==> src/rtl/word_uart_serializer_if.sv <==
// ---------------------------------------------------------------------------
// word_uart_serializer_if
// Byte-wide handshake between the word serializer and the UART transmitter.
//   tx_start : serializer -> TX, start strobe for the byte on tx_data
//   tx_data  : serializer -> TX, byte to transmit
//   tx_done  : TX -> serializer, 1 = transmitter idle/ready, 0 = transmitting
// master = serializer side, slave = transmitter side.
// ---------------------------------------------------------------------------
interface word_uart_serializer_if;
  logic       tx_start;
  logic [7:0] tx_data;
  logic       tx_done;

  modport master (
    output tx_start,
    output tx_data,
    input  tx_done
  );

  modport slave (
    input  tx_start,
    input  tx_data,
    output tx_done
  );
endinterface

==> src/rtl/word_uart_serializer.sv <==
// ---------------------------------------------------------------------------
// word_uart_serializer
// Serialises a DATA_W-bit result word into bytes for a byte-wide UART
// transmitter. One transmission per rising edge of trigger, optional header
// byte, selectable byte order, and a timeout flag for a transmitter that
// never acknowledges a start strobe.
// Ports:
//   clk     : system clock, rising edge
//   rst     : synchronous active-high reset
//   trigger : level; a 0->1 transition requests a transmission
//   word_in : word captured on the accepted trigger edge
//   tx      : TX handshake (tx_start / tx_data out, tx_done in)
//   busy    : high from accepted trigger until the sequence ends
//   done    : one-cycle pulse on successful completion
//   err     : sticky timeout flag, cleared by rst or the next accepted trigger
// ---------------------------------------------------------------------------
module word_uart_serializer #(
  parameter int         DATA_W      = 16,
  parameter bit         MSB_FIRST   = 1'b1,
  parameter bit         HEADER_EN   = 1'b0,
  parameter logic [7:0] HEADER_BYTE = 8'hA5,
  parameter int         ACK_TIMEOUT = 1023
) (
  input  logic                  clk,
  input  logic                  rst,
  input  logic                  trigger,
  input  logic [DATA_W-1:0]     word_in,
  word_uart_serializer_if.master tx,
  output logic                  busy,
  output logic                  done,
  output logic                  err
);

  localparam int NBYTES = DATA_W / 8;
  localparam int NTOT   = NBYTES + (HEADER_EN ? 1 : 0);
  localparam int CW     = $clog2(NTOT + 1);
  localparam int TW     = $clog2(ACK_TIMEOUT + 1);

  typedef enum logic [1:0] {IDLE, WAIT_RDY, STROBE, ACK} state_t;

  state_t            state_reg, state_next;
  logic [DATA_W-1:0] shift_reg, shift_next, shift_adv;
  logic [CW-1:0]     cnt_reg, cnt_next;
  logic [TW-1:0]     tmo_reg, tmo_next, tmo_inc;
  logic              trig_q_reg;
  logic              tx_start_reg, tx_start_next;
  logic [7:0]        tx_data_reg, tx_data_next;
  logic              busy_reg, busy_next;
  logic              done_reg, done_next;
  logic              err_reg, err_next;

  logic trig_edge, hdr_step, last_byte, tmo_hit;

  // Byte that goes out next from a given shift-register image.
  function automatic logic [7:0] lead_byte(input logic [DATA_W-1:0] d);
    if (MSB_FIRST) return d[DATA_W-1 -: 8];
    else           return d[7:0];
  endfunction

  // Shift the register one byte lane towards the output end; built lane by
  // lane so an 8-bit word (single lane) needs no special casing.
  genvar gi;
  generate
    for (gi = 0; gi < NBYTES; gi++) begin : g_lane
      if (MSB_FIRST) begin : g_msb
        if (gi == 0) begin : g_fill
          assign shift_adv[gi*8 +: 8] = 8'h00;
        end else begin : g_move
          assign shift_adv[gi*8 +: 8] = shift_reg[(gi-1)*8 +: 8];
        end
      end else begin : g_lsb
        if (gi == NBYTES - 1) begin : g_fill
          assign shift_adv[gi*8 +: 8] = 8'h00;
        end else begin : g_move
          assign shift_adv[gi*8 +: 8] = shift_reg[(gi+1)*8 +: 8];
        end
      end
    end
  endgenerate

  assign trig_edge = trigger & ~trig_q_reg;
  // Counter still at its load value means the header byte is the current one.
  assign hdr_step  = HEADER_EN && (cnt_reg == CW'(NTOT));
  assign last_byte = (cnt_reg == CW'(1));
  assign tmo_inc   = tmo_reg + TW'(1);
  assign tmo_hit   = (tmo_inc == TW'(ACK_TIMEOUT));

  // State and datapath registers
  always_ff @(posedge clk) begin
    if (rst) begin
      state_reg    <= IDLE;
      shift_reg    <= '0;
      cnt_reg      <= '0;
      tmo_reg      <= '0;
      trig_q_reg   <= 1'b0;
      tx_start_reg <= 1'b0;
      tx_data_reg  <= 8'h00;
      busy_reg     <= 1'b0;
      done_reg     <= 1'b0;
      err_reg      <= 1'b0;
    end else begin
      state_reg    <= state_next;
      shift_reg    <= shift_next;
      cnt_reg      <= cnt_next;
      tmo_reg      <= tmo_next;
      trig_q_reg   <= trigger;
      tx_start_reg <= tx_start_next;
      tx_data_reg  <= tx_data_next;
      busy_reg     <= busy_next;
      done_reg     <= done_next;
      err_reg      <= err_next;
    end
  end

  // Next-state logic
  always_comb begin
    state_next = state_reg;
    case (state_reg)
      IDLE:     if (trig_edge) state_next = WAIT_RDY;
      WAIT_RDY: if (tx.tx_done) state_next = STROBE;
      STROBE: begin
        if (!tx.tx_done)  state_next = ACK;
        else if (tmo_hit) state_next = IDLE;
      end
      ACK:      if (tx.tx_done) state_next = last_byte ? IDLE : STROBE;
      default:  state_next = IDLE;
    endcase
  end

  // Next values of the registered outputs and datapath
  always_comb begin
    shift_next    = shift_reg;
    cnt_next      = cnt_reg;
    tmo_next      = tmo_reg;
    tx_start_next = tx_start_reg;
    tx_data_next  = tx_data_reg;
    busy_next     = busy_reg;
    done_next     = 1'b0;
    err_next      = err_reg;
    case (state_reg)
      IDLE: begin
        tx_start_next = 1'b0;
        tx_data_next  = 8'h00;
        busy_next     = 1'b0;
        if (trig_edge) begin
          shift_next = word_in;
          cnt_next   = CW'(NTOT);
          err_next   = 1'b0;
          busy_next  = 1'b1;
        end
      end
      WAIT_RDY: begin
        if (tx.tx_done) begin
          tx_start_next = 1'b1;
          tx_data_next  = hdr_step ? HEADER_BYTE : lead_byte(shift_reg);
          tmo_next      = '0;
        end
      end
      STROBE: begin
        if (!tx.tx_done) begin
          tx_start_next = 1'b0;
        end else begin
          tmo_next = tmo_inc;
          if (tmo_hit) begin
            tx_start_next = 1'b0;
            tx_data_next  = 8'h00;
            busy_next     = 1'b0;
            err_next      = 1'b1;
          end
        end
      end
      ACK: begin
        if (tx.tx_done) begin
          if (last_byte) begin
            tx_data_next = 8'h00;
            busy_next    = 1'b0;
            done_next    = 1'b1;
          end else begin
            cnt_next      = cnt_reg - CW'(1);
            // Leaving the header step: first data byte is still in place.
            shift_next    = hdr_step ? shift_reg : shift_adv;
            tx_data_next  = lead_byte(shift_next);
            tx_start_next = 1'b1;
            tmo_next      = '0;
          end
        end
      end
      default: begin
        tx_start_next = 1'b0;
        tx_data_next  = 8'h00;
        busy_next     = 1'b0;
        err_next      = 1'b0;
      end
    endcase
  end

  assign tx.tx_start = tx_start_reg;
  assign tx.tx_data  = tx_data_reg;
  assign busy        = busy_reg;
  assign done        = done_reg;
  assign err         = err_reg;

endmodule

==> src/flat_wrapper.sv <==
// flat-port wrapper written by rule: the top's interface ports become plain ports
module word_uart_serializer_flat 
#(
  parameter int         DATA_W      = 16,
  parameter bit         MSB_FIRST   = 1'b1,
  parameter bit         HEADER_EN   = 1'b0,
  parameter logic [7:0] HEADER_BYTE = 8'hA5,
  parameter int         ACK_TIMEOUT = 1023
)
  (clk, rst, trigger, word_in, busy, done, err, tx_tx_start, tx_tx_data, tx_tx_done);
  word_uart_serializer_if tx_i ();
  input  logic clk;
  input  logic rst;
  input  logic trigger;
  input  logic [DATA_W-1:0] word_in;
  output logic busy;
  output logic done;
  output logic err;
  output wire logic [$bits(tx_i.tx_start)-1:0] tx_tx_start;
  output wire logic [$bits(tx_i.tx_data)-1:0] tx_tx_data;
  input wire logic [$bits(tx_i.tx_done)-1:0] tx_tx_done;
  assign tx_tx_start = tx_i.tx_start;
  assign tx_tx_data = tx_i.tx_data;
  assign tx_i.tx_done = tx_tx_done;
  word_uart_serializer #(.DATA_W(DATA_W), .MSB_FIRST(MSB_FIRST), .HEADER_EN(HEADER_EN), .HEADER_BYTE(HEADER_BYTE), .ACK_TIMEOUT(ACK_TIMEOUT)) u_core (.clk(clk), .rst(rst), .trigger(trigger), .word_in(word_in), .tx(tx_i), .busy(busy), .done(done), .err(err));
endmodule
==> config.mk <==
export PLATFORM = sky130hd
export DESIGN_NAME = word_uart_serializer_flat
export DESIGN_NICKNAME = d
export VERILOG_FILES = /design/src/rtl/word_uart_serializer_if.sv /design/src/rtl/word_uart_serializer.sv /design/src/flat_wrapper.sv
export SDC_FILE = /design/constraint.sdc
export NUM_CORES = 1
export LEC_CHECK = 0
export ABC_AREA = 1
export CAP_MARGIN = 40
export CORE_MARGIN = 4
export CORE_UTILIZATION = 59
export CTS_BUF_LIST = sky130_fd_sc_hd__clkbuf_8 sky130_fd_sc_hd__clkbuf_16
export DETAILED_ROUTE_END_ITERATION = 7
export GPL_TIMING_DRIVEN = 0
export PLACE_DENSITY = 0.85
export SYNTH_ARGS = -nofsm -noshare
export SYNTH_HDL_FRONTEND = slang
export SYNTH_SLANG_ARGS = --single-unit
==> constraint.sdc <==
create_clock -name clk -period 4.4 [get_ports clk]
set_clock_uncertainty 0.15 [all_clocks]
set_input_delay 0.88 -clock clk [delete_from_list [all_inputs] [get_ports clk]]
set_output_delay 0.88 -clock clk [all_outputs]
set_load 0.1 [all_outputs]
== Word level (Yosys, flattened, before mapping) ==
Cells that the tools add are included.

* Output and inout bits: 12
* Input port bits: 20
* Word-level logic and storage cells: 84
* Register bits: 43

* Bitwise logic cells: 4
* Mux-type cells: 42
* Add/sub/neg operators: 2
* Equality and inequality tests: 13
* Reductions and logical operators: 13

{| class="wikitable"
|+ Operators with widths
! operator !! number
|-
| $mux 16 || 3
|-
| $mux 10 || 4
|-
| $mux 8 || 5
|-
| $pmux 16 s2 || 1
|-
| $pmux 8 s4 || 1
|-
| $pmux 10 s3 || 1
|-
| $reduce_and 4->1 || 5
|-
| $mux 2 || 9
|-
| $mux 1 || 13
|-
| $add 10x1->10 const B || 1
|-
| $eq 10x10->1 const B || 1
|-
| $reduce_and 5->1 || 2
|-
| $ne 2x2->1 const B || 4
|-
| $pmux 2 s4 || 1
|-
| $ne 2x1->1 const B || 3
|-
| $reduce_bool 3->1 || 2
|-
| $eq 2x1->1 const B || 2
|-
| $eq 2x2->1 const B || 2
|-
| $pmux 1 s4 || 1
|-
| $pmux 2 s2 || 1
|-
| $reduce_bool 2->1 || 2
|-
| $ne 3x2->1 const B || 1
|-
| $not 1->1 || 3
|-
| $pmux 1 s3 || 1
|-
| other kinds (5) || 5
|}

== Longest topological paths before layout ==
Gate-level depths: netlist of run 1.

* Depth after elaboration: 5
* Mapped depth: 13
* Gate-level depth less buffers: 13

== Worst setup path before layout of run 1 ==
OpenSTA, ideal clock, no wires.

* Kind: in2reg
* Start: in trigger
* End: reg u_core.cnt_reg[0]
* Path slack: 2.226 ns
* Path buffers: 1
* Stages on the path: 9
* Data arrival time: 1.908 ns
* Data required time: 4.134 ns
* Setup time: 0.116 ns
* Cells stage by stage: inv_1 -> nor2_1 -> nor2_1 -> nor3_4 -> o21ai_1 -> inv_2 -> buf_4 -> o21ai_0 -> o211a_1

* Word-level cells in the longest chain between the ends: 3

{| class="wikitable"
|+ Ends and longest elaborated chain
! what !! line !! RTL
|-
| from (decl) || flat_wrapper.sv:14 || <nowiki>input logic trigger;</nowiki>
|-
| $and 1x1->1 || word_uart_serializer.sv:81 || <nowiki>assign trig_edge = trigger & ~trig_q_reg;</nowiki>
|-
| $ne 2x1->1 (no source line) || -- ||
|-
| $reduce_and 4->1 (no source line) || -- ||
|-
| to (signal assigned) || word_uart_serializer.sv:104 || <nowiki>cnt_reg <= cnt_next;</nowiki>
|-
| to (decl) || word_uart_serializer.sv:43 || <nowiki>logic [CW-1:0] cnt_reg, cnt_next;</nowiki>
|}

No other way between the ends.
A chain may end at the register's enable or synchronous reset.

== Worst setup path in the final report of run 1 ==
Same ends and word-level chain as after synthesis.

==> results of run 1 <==
## placed cells by master (no fill, tap or decap), types with 2 or more instances in the layout
| cell type | count |
|---|---|
| buf_2 | 4 |
| nand3_1 | 20 |
| inv_1 | 41 |
| nand2_1 | 91 |
| nand3_2 | 2 |
| bufinv_16 | 2 |
| clkbuf_8 | 5 |
| buf_1 | 2 |
| buf_4 | 2 |
| ha_1 | 7 |
| nor2_1 | 36 |
| a31oi_1 | 8 |
| clkbuf_1 | 5 |
| o21ai_0 | 14 |
| buf_8 | 12 |
| nor2_2 | 3 |
| nand2_2 | 4 |
| a21oi_1 | 31 |
| nand4_1 | 10 |
| dfxtp_1 | 43 |
| clkdlybuf4s50_1 | 31 |
| nor2_4 | 2 |
| o21ai_1 | 2 |
| o211a_1 | 2 |
| nor3_1 | 3 |
## report_power, final
part / internal, µW / leakage (µW) / switching (µW) / total (µW)
clock network: 225 / 0.0000695 / 139 / 363
logic: 360 / 0.000909 / 657 / 1020
registers: 506 / 0.000352 / 66.2 / 572
total: 1090 / 0.00133 / 862 / 1950
## worst reg2reg max path, cell delays in order, from the launching register on
cell and delay, ns:
dfxtp_1 0.42, inv_1 0.09, ha_1 0.18, clkbuf_1 0.22, nor2_1 0.24, inv_1 0.06
o21ai_1 0.56, inv_1 0.17, o211a_1 0.25
## synthesized netlist by cell type
| library cell | n |
|---|---|
| inv_2 | 1 |
| nor2_1 | 36 |
| buf_1 | 2 |
| o21bai_2 | 1 |
| xnor2_1 | 1 |
| a211oi_1 | 1 |
| nand3_4 | 1 |
| nand2_1 | 91 |
| a221oi_1 | 1 |
| nand3_2 | 2 |
| a31oi_1 | 8 |
| nand4_1 | 10 |
| clkinv_2 | 1 |
| nand2_2 | 4 |
| dfxtp_1 | 43 |
| inv_1 | 40 |
| nor3_4 | 1 |
| nand3_1 | 20 |
| buf_4 | 2 |
| nand2_4 | 1 |
| nor2_2 | 3 |
| nor3_1 | 3 |
| a21oi_1 | 31 |
| clkinv_1 | 1 |
| a21oi_2 | 1 |
| buf_2 | 4 |
| o21ai_1 | 2 |
| ha_1 | 7 |
| nand4_2 | 1 |
| o211a_1 | 2 |
| clkbuf_1 | 5 |
| o21ai_0 | 14 |
| o21bai_1 | 1 |
| nor2_4 | 2 |
## metrics by stage
step           util, %  hold WS [ns]  total power [µW]  cells
3_3_place_gp      72.1         0.297              1450    423
6_report          80.4         0.317              1950    443
2_1_floorplan        -         0.284              1270    344
5_1_grt           80.4         0.334              2070    443
3_5_place_dp      76.9         0.307              1580    435
4_1_cts           80.4         0.318              1950    443
## path summary, 6_finish.rpt
| path | cells after the start | end | slack (ns) | start |
|---|---|---|---|---|
| worst max register to register | 8 | u_core.tmo_reg[2] | 1.96 | u_core.state_reg[1] |
| worst max-delay path | 10 | u_core.cnt_reg[0] | 1.77 | trigger |
| worst min-delay path | 2 | u_core.shift_reg[1] | 0.32 | u_core.shift_reg[1] |
| worst min register to register | 2 | u_core.shift_reg[1] | 0.32 | u_core.shift_reg[1] |
## layer usage
metal / routed length [µm] / share of wire [%]
met2: 2620 / 47
met4: 82 / 1.5
met1: 2470 / 45
met5: 0 / 0
met3: 353 / 6.4
## final cells by class
class	count	area share (%)
multi-input combinational	245	41.3
buffer	13	2.04
tap	48	1.99
clock inverter	3	2.12
inverter	43	5.40
clock buffer	5	2.29
timing repair buffer	43	16.3
sequential	43	28.6
## kinds of logic (layout without fill, tap and decap cells)
group                    after synthesis  in the layout
adder cells (fa/ha/maj)                7              7
flip-flops                            43             43
XOR/XNOR                               1              1
buffers and inverters                 56            107
AND/OR/NAND/NOR                      175            175
AO/OA/AOI/OAI                         62             62
==> run metrics, run 1 <==
run status=complete, no violations; Worst EP arrival=2.68 ns; Startpoint Class=primary input; synthesized instance count=344; Post-Synth Simple-Gate Area=34.3%; Area after DPL=2880 µm²; PostCTS Resize Cnt=0; depth of the CTS H-tree=2; adder-cell share of the synthesized area=3.76%; GR Util All Layers=23.2%; RD Place Congestion=0.856; GRT overflow=0; met3 Usage GRT=3.98%; Buffers on Ports=31; met2 Resource Use GR=39.5%; area grow syn2layout=29.3%; RSZ-0062 raised after global routing=false; total core area=3740 µm²; clock-pin slew on the worst setup and hold paths=0.08 ns; vias in the first global route=2,093; drt total wl=5520 µm; row cnt=22; 1st-pass router iterations=4; top cell type's share of synthesized area=37.0%; cts hold-fix bufs=0; synthesized flop and latch total=43; Cell variety after synth=34; CP Capture Type=register; first-pass GRT wire length=9450 µm; largest family of logic cells by synthesized area=simple AND/OR/NAND/NOR gates; cts bufs inserted=5; post-route ant nets=0; detailed-route wire length per cell=12.5 µm; antenna cell count=0; Synth Area in XOR/XNOR=0.376%; peak supply drop=0.354 mV; Post-CTS Setup Inserts=0; die boundary width=70.8 µm; setup TNS=0 ns; setup violators final=0; die area=5020 µm²; fin crit period=2.63 ns; Nets=421; leak pwr=0.00133 µW; Crit path largest cell delay=0.46 ns; GR peak layer=met2; Slew Limit Headroom=53.1%; cell family with most CP delay=buffers and inverters; CTS tree=yes; Vert. Die Dim=70.8 µm; mapped cell area=2330 µm²; final hold violations=0; fin area=3010 µm²; Critical Path Most Common Cell=nor2_1; share of layout cells above drive strength 1=11.1%; Largest register FFs=16; FF+latch area=861 µm²; drt drc=0; Power Density=648 nW/µm²; final setup margin=1.77 ns; critical path, cell by cell=clkdlybuf4s50_1, inv_1, nor2_1, nor2_1, nor3_4, o21ai_1, inv_2, buf_4, o21ai_0, o211a_1; Bufs and invs on worst path=4; worst slack, placed=1.51 ns; Post-Syn Area per Cell=6.77 µm²; via count=2,346; post-synthesis mux area share=0%; met1 Use GR=29.9%; clock sink total=43; worst skew pair latency=0.30 ns; Yosys warnings=0; post-synthesis compound-gate area fraction=15.0%; I/O pin count=32; post-detailed-route via-to-cell ratio=5.30; top cell type by total area after synthesis=dfxtp_1; First DRT Iteration DRCs=159; Tcrit/Tclk final=59.9%; CP max stage cell=clkdlybuf4s50_1; CP required=4.45 ns; Multi-input gate area=1240 µm²; fmax=380 MHz; Max-Cap Viols=0; syn nets=371; critical-path maximum fanout=10; Seq/Total Area, Yosys=37.0%; HP Class=reg2reg; dpl hpwl=3990 µm; largest net degree at the start of global routing=14; Worst-Margin Slew=0.699 ns; clk buf depth=2; initial antenna violation count=0; Max Slew Vio Count=0; Initial Util=62.2%; top area cells in the synthesized netlist=dfxtp_1, nand2_1, a21oi_1; CTS root buf=clkbuf_8; filler instances=276; Crit Path Category=in2reg
No activity file was read; power rests on OpenSTA's default activity.
==> inputs of run 2 (changes only) <==
- CORE_UTILIZATION: 59 -> 49
- PLACE_DENSITY: 0.85 -> 0.75
- clock period: 4.4 -> 2.3 ns (I/O delays scaled with it)
==> run 2 against run 1 <==
Effect of this change:
- non-clock buffer count rose by 1
- routed wire length fell by 2.9%
- design area grew 0.83%
- critical path depth down 2
- global-route usage down 5.0 points
- highest routed layer unchanged
==> run metrics, run 2 (synthesis results as in run 1) <==
Min-Delay Endpoint=u_core.busy; Worst-Margin Slew=0.527 ns (-0.172 ns); fmax=471 MHz; I/O pin count=32 (unchanged); utilization after layout=67.9% (-13 points); Startpoint Class=register; run status=complete, no violations; dpl hpwl=3910 µm (-2.0%); HP Class=reg2reg; Max Slew Vio Count=0 (unchanged); Worst EP arrival=2.17 ns (-0.51 ns); die boundary width=76.9 µm (+8.6%); Vert. Die Dim=76.9 µm (+8.6%); clock sink total=43 (unchanged); first-pass GRT wire length=9060 µm (-4.1%); Crit Path Category=reg2reg; Reg2Reg Launch Point=u_core.state_reg[1]; hold-critical path depth=2 (unchanged); post-detailed-route via-to-cell ratio=5.15 (-2.8%); cell family with most CP delay=buffers and inverters; Tcrit/Tclk final=92.3%; min-delay src=u_core.busy; Power Density=1210 nW/µm² (+87%); detailed-route wire length per cell=12.0 µm (-4.0%); filler instances=388 (+41%); die area=5920 µm² (+18%); CP Capture Type=register; Critical Path Most Common Cell=inv_1; setup violators final=0 (unchanged); area grow syn2layout=30.4%; via count=2,305 (-1.7%); Reg2Reg Setup Slack=0.18 ns (-1.78 ns); clock-pin slew on the worst setup and hold paths=0.08 ns (about the same); Fin Hold WS=0.312 ns (-0.00462 ns); Bufs and invs on worst path=4 (unchanged); final hold violations=0 (unchanged); fin crit period=2.12 ns; First DRT Iteration DRCs=93 (-42%); critical-path maximum fanout=9 (-1); CP required=2.34 ns (-2.11 ns); Buffers on Ports=31 (unchanged); Slew Limit Headroom=64.9% (+12 points); post-route ant nets=0 (unchanged); total core area=4470 µm² (+20%); share of layout cells above drive strength 1=13.4% (+2.2 points); vias in the first global route=2,068 (-1.2%); critical path, cell by cell=inv_1, ha_1, clkbuf_1, nor2_1, inv_1, o21ai_4, inv_1, o211a_1; depth of the CTS H-tree=2 (unchanged); R2R Path End=u_core.tmo_reg[2]; CTS root buf=clkbuf_8; worst skew pair latency=0.29 ns (about the same); cts bufs inserted=5 (unchanged); most frequent cells in the layout=nand2_1, dfxtp_1, inv_1, nor2_1; peak supply drop=0.610 mV (+73%); Largest register FFs=16 (unchanged); RD Place Congestion=0.859 (+0.35%); GRT overflow=0 (unchanged); largest net degree at the start of global routing=14 (unchanged); RSZ-0062 raised after global routing=false; leak pwr=0.00133 µW (about the same); cts hold-fix bufs=0 (unchanged); row cnt=24 (+9.1%); GR peak layer=met2; drt total wl=5360 µm (-2.9%); initial antenna violation count=0 (unchanged); clk buf depth=2 (unchanged); met3 Usage GRT=2.69% (-1.3 points); 1st-pass router iterations=5 (+1); drt drc=0 (unchanged); GR Util All Layers=18.1% (-5.0 points); reg2reg path depth=8 (unchanged); met1 Use GR=24.5% (-5.4 points); met2 Resource Use GR=29.0% (-11 points); antenna cell count=0 (unchanged); Initial Util=52.0% (-10 points); Nets=422 (+0.24%); most common cell after layout, fill and taps aside=nand2_1; CP max stage cell=dfxtp_1; Crit path largest cell delay=0.41 ns (-0.05 ns); Max-Cap Viols=0 (unchanged); CTS tree=yes
## run 2: worst register-to-register path: cells and delay by family, from the launching register on
| kind | cells | cell delay, ns |
|---|---|---|
| buffers and inverters | 4 | 0.53 |
| AOI/OAI and AO/OA | 2 | 0.50 |
| DFF | 1 | 0.41 |
| and+or+nand+nor | 1 | 0.24 |
| adders and majority gates | 1 | 0.19 |
## run 2: how the worst max path moves through the flow
stage	end	start	slack, ns	cells after the start
2_1_floorplan	u_core.tmo_reg[2]	u_core.state_reg[1]	0.38	8
3_3_place_gp	u_core.cnt_reg[0]	trigger	-0.16	10
3_5_place_dp	u_core.cnt_reg[0]	trigger	-0.16	10
4_1_cts	u_core.cnt_reg[0]	u_core.cnt_reg[1]	0.08	11
5_1_grt	u_core.shift_reg[7]	u_core.state_reg[1]	0.01	7
6_report	u_core.tmo_reg[2]	u_core.state_reg[1]	0.18	8
## run 2: layout make-up
class	count	area, µm²	share of cell area [%]
plain buffers	13	62.6	2.06
flip-flops and latches	43	862	28.4
repair buffers	44	498	16.4
inverters	43	163	5.36
clock buffers	6	82.6	2.72
well taps	52	65.1	2.14
multi-input cells	245	1270	41.8
clock inverters	2	35.0	1.15
## run 2: where the power goes
part           switching (µW)  internal [µW]  leakage (µW)
combinational            1270            718      0.000917
sequential                121            968      0.000353
clock                     258            352     0.0000612
total                    1650           2040       0.00133
## run 2: stage by stage
step	power (µW)	worst slack (ns)	TNS, ns	std cells	cell area, µm²
global route	3920	0.0138	0	448	3040
global placement	2780	-0.156	-0.499	427	2700
finish	3680	0.176	0	448	3040
detailed placement	3020	-0.165	-0.661	439	2880
CTS	3650	0.0781	0	447	3010
floorplan	2430	0.377	0	344	2330
## run 2: timing repair
action                     in CTS  in global routing
setup buffers                   0                  1
gates cloned                    0                  0
gates resized for setup         1                  8
setup endpoints to repair       1                 24
pin swaps                       0                  1
## run 2: metal layers
metal | wire length, µm | vias up | part of all wire (%)
met2 | 2460 | 61 | 46
met3 | 275 | 9 | 5.1
met1 | 2540 | 1017 | 47
li1 | - | 1218 | -
met5 | 0 | - | 0
met4 | 82 | 0 | 1.5
==> inputs of run 3 (changes only) <==
- HOLD_SLACK_MARGIN: not set -> 0.03
==> results of run 3 <==
No change in the layout: final DEF, timing and power equal those of run 2.
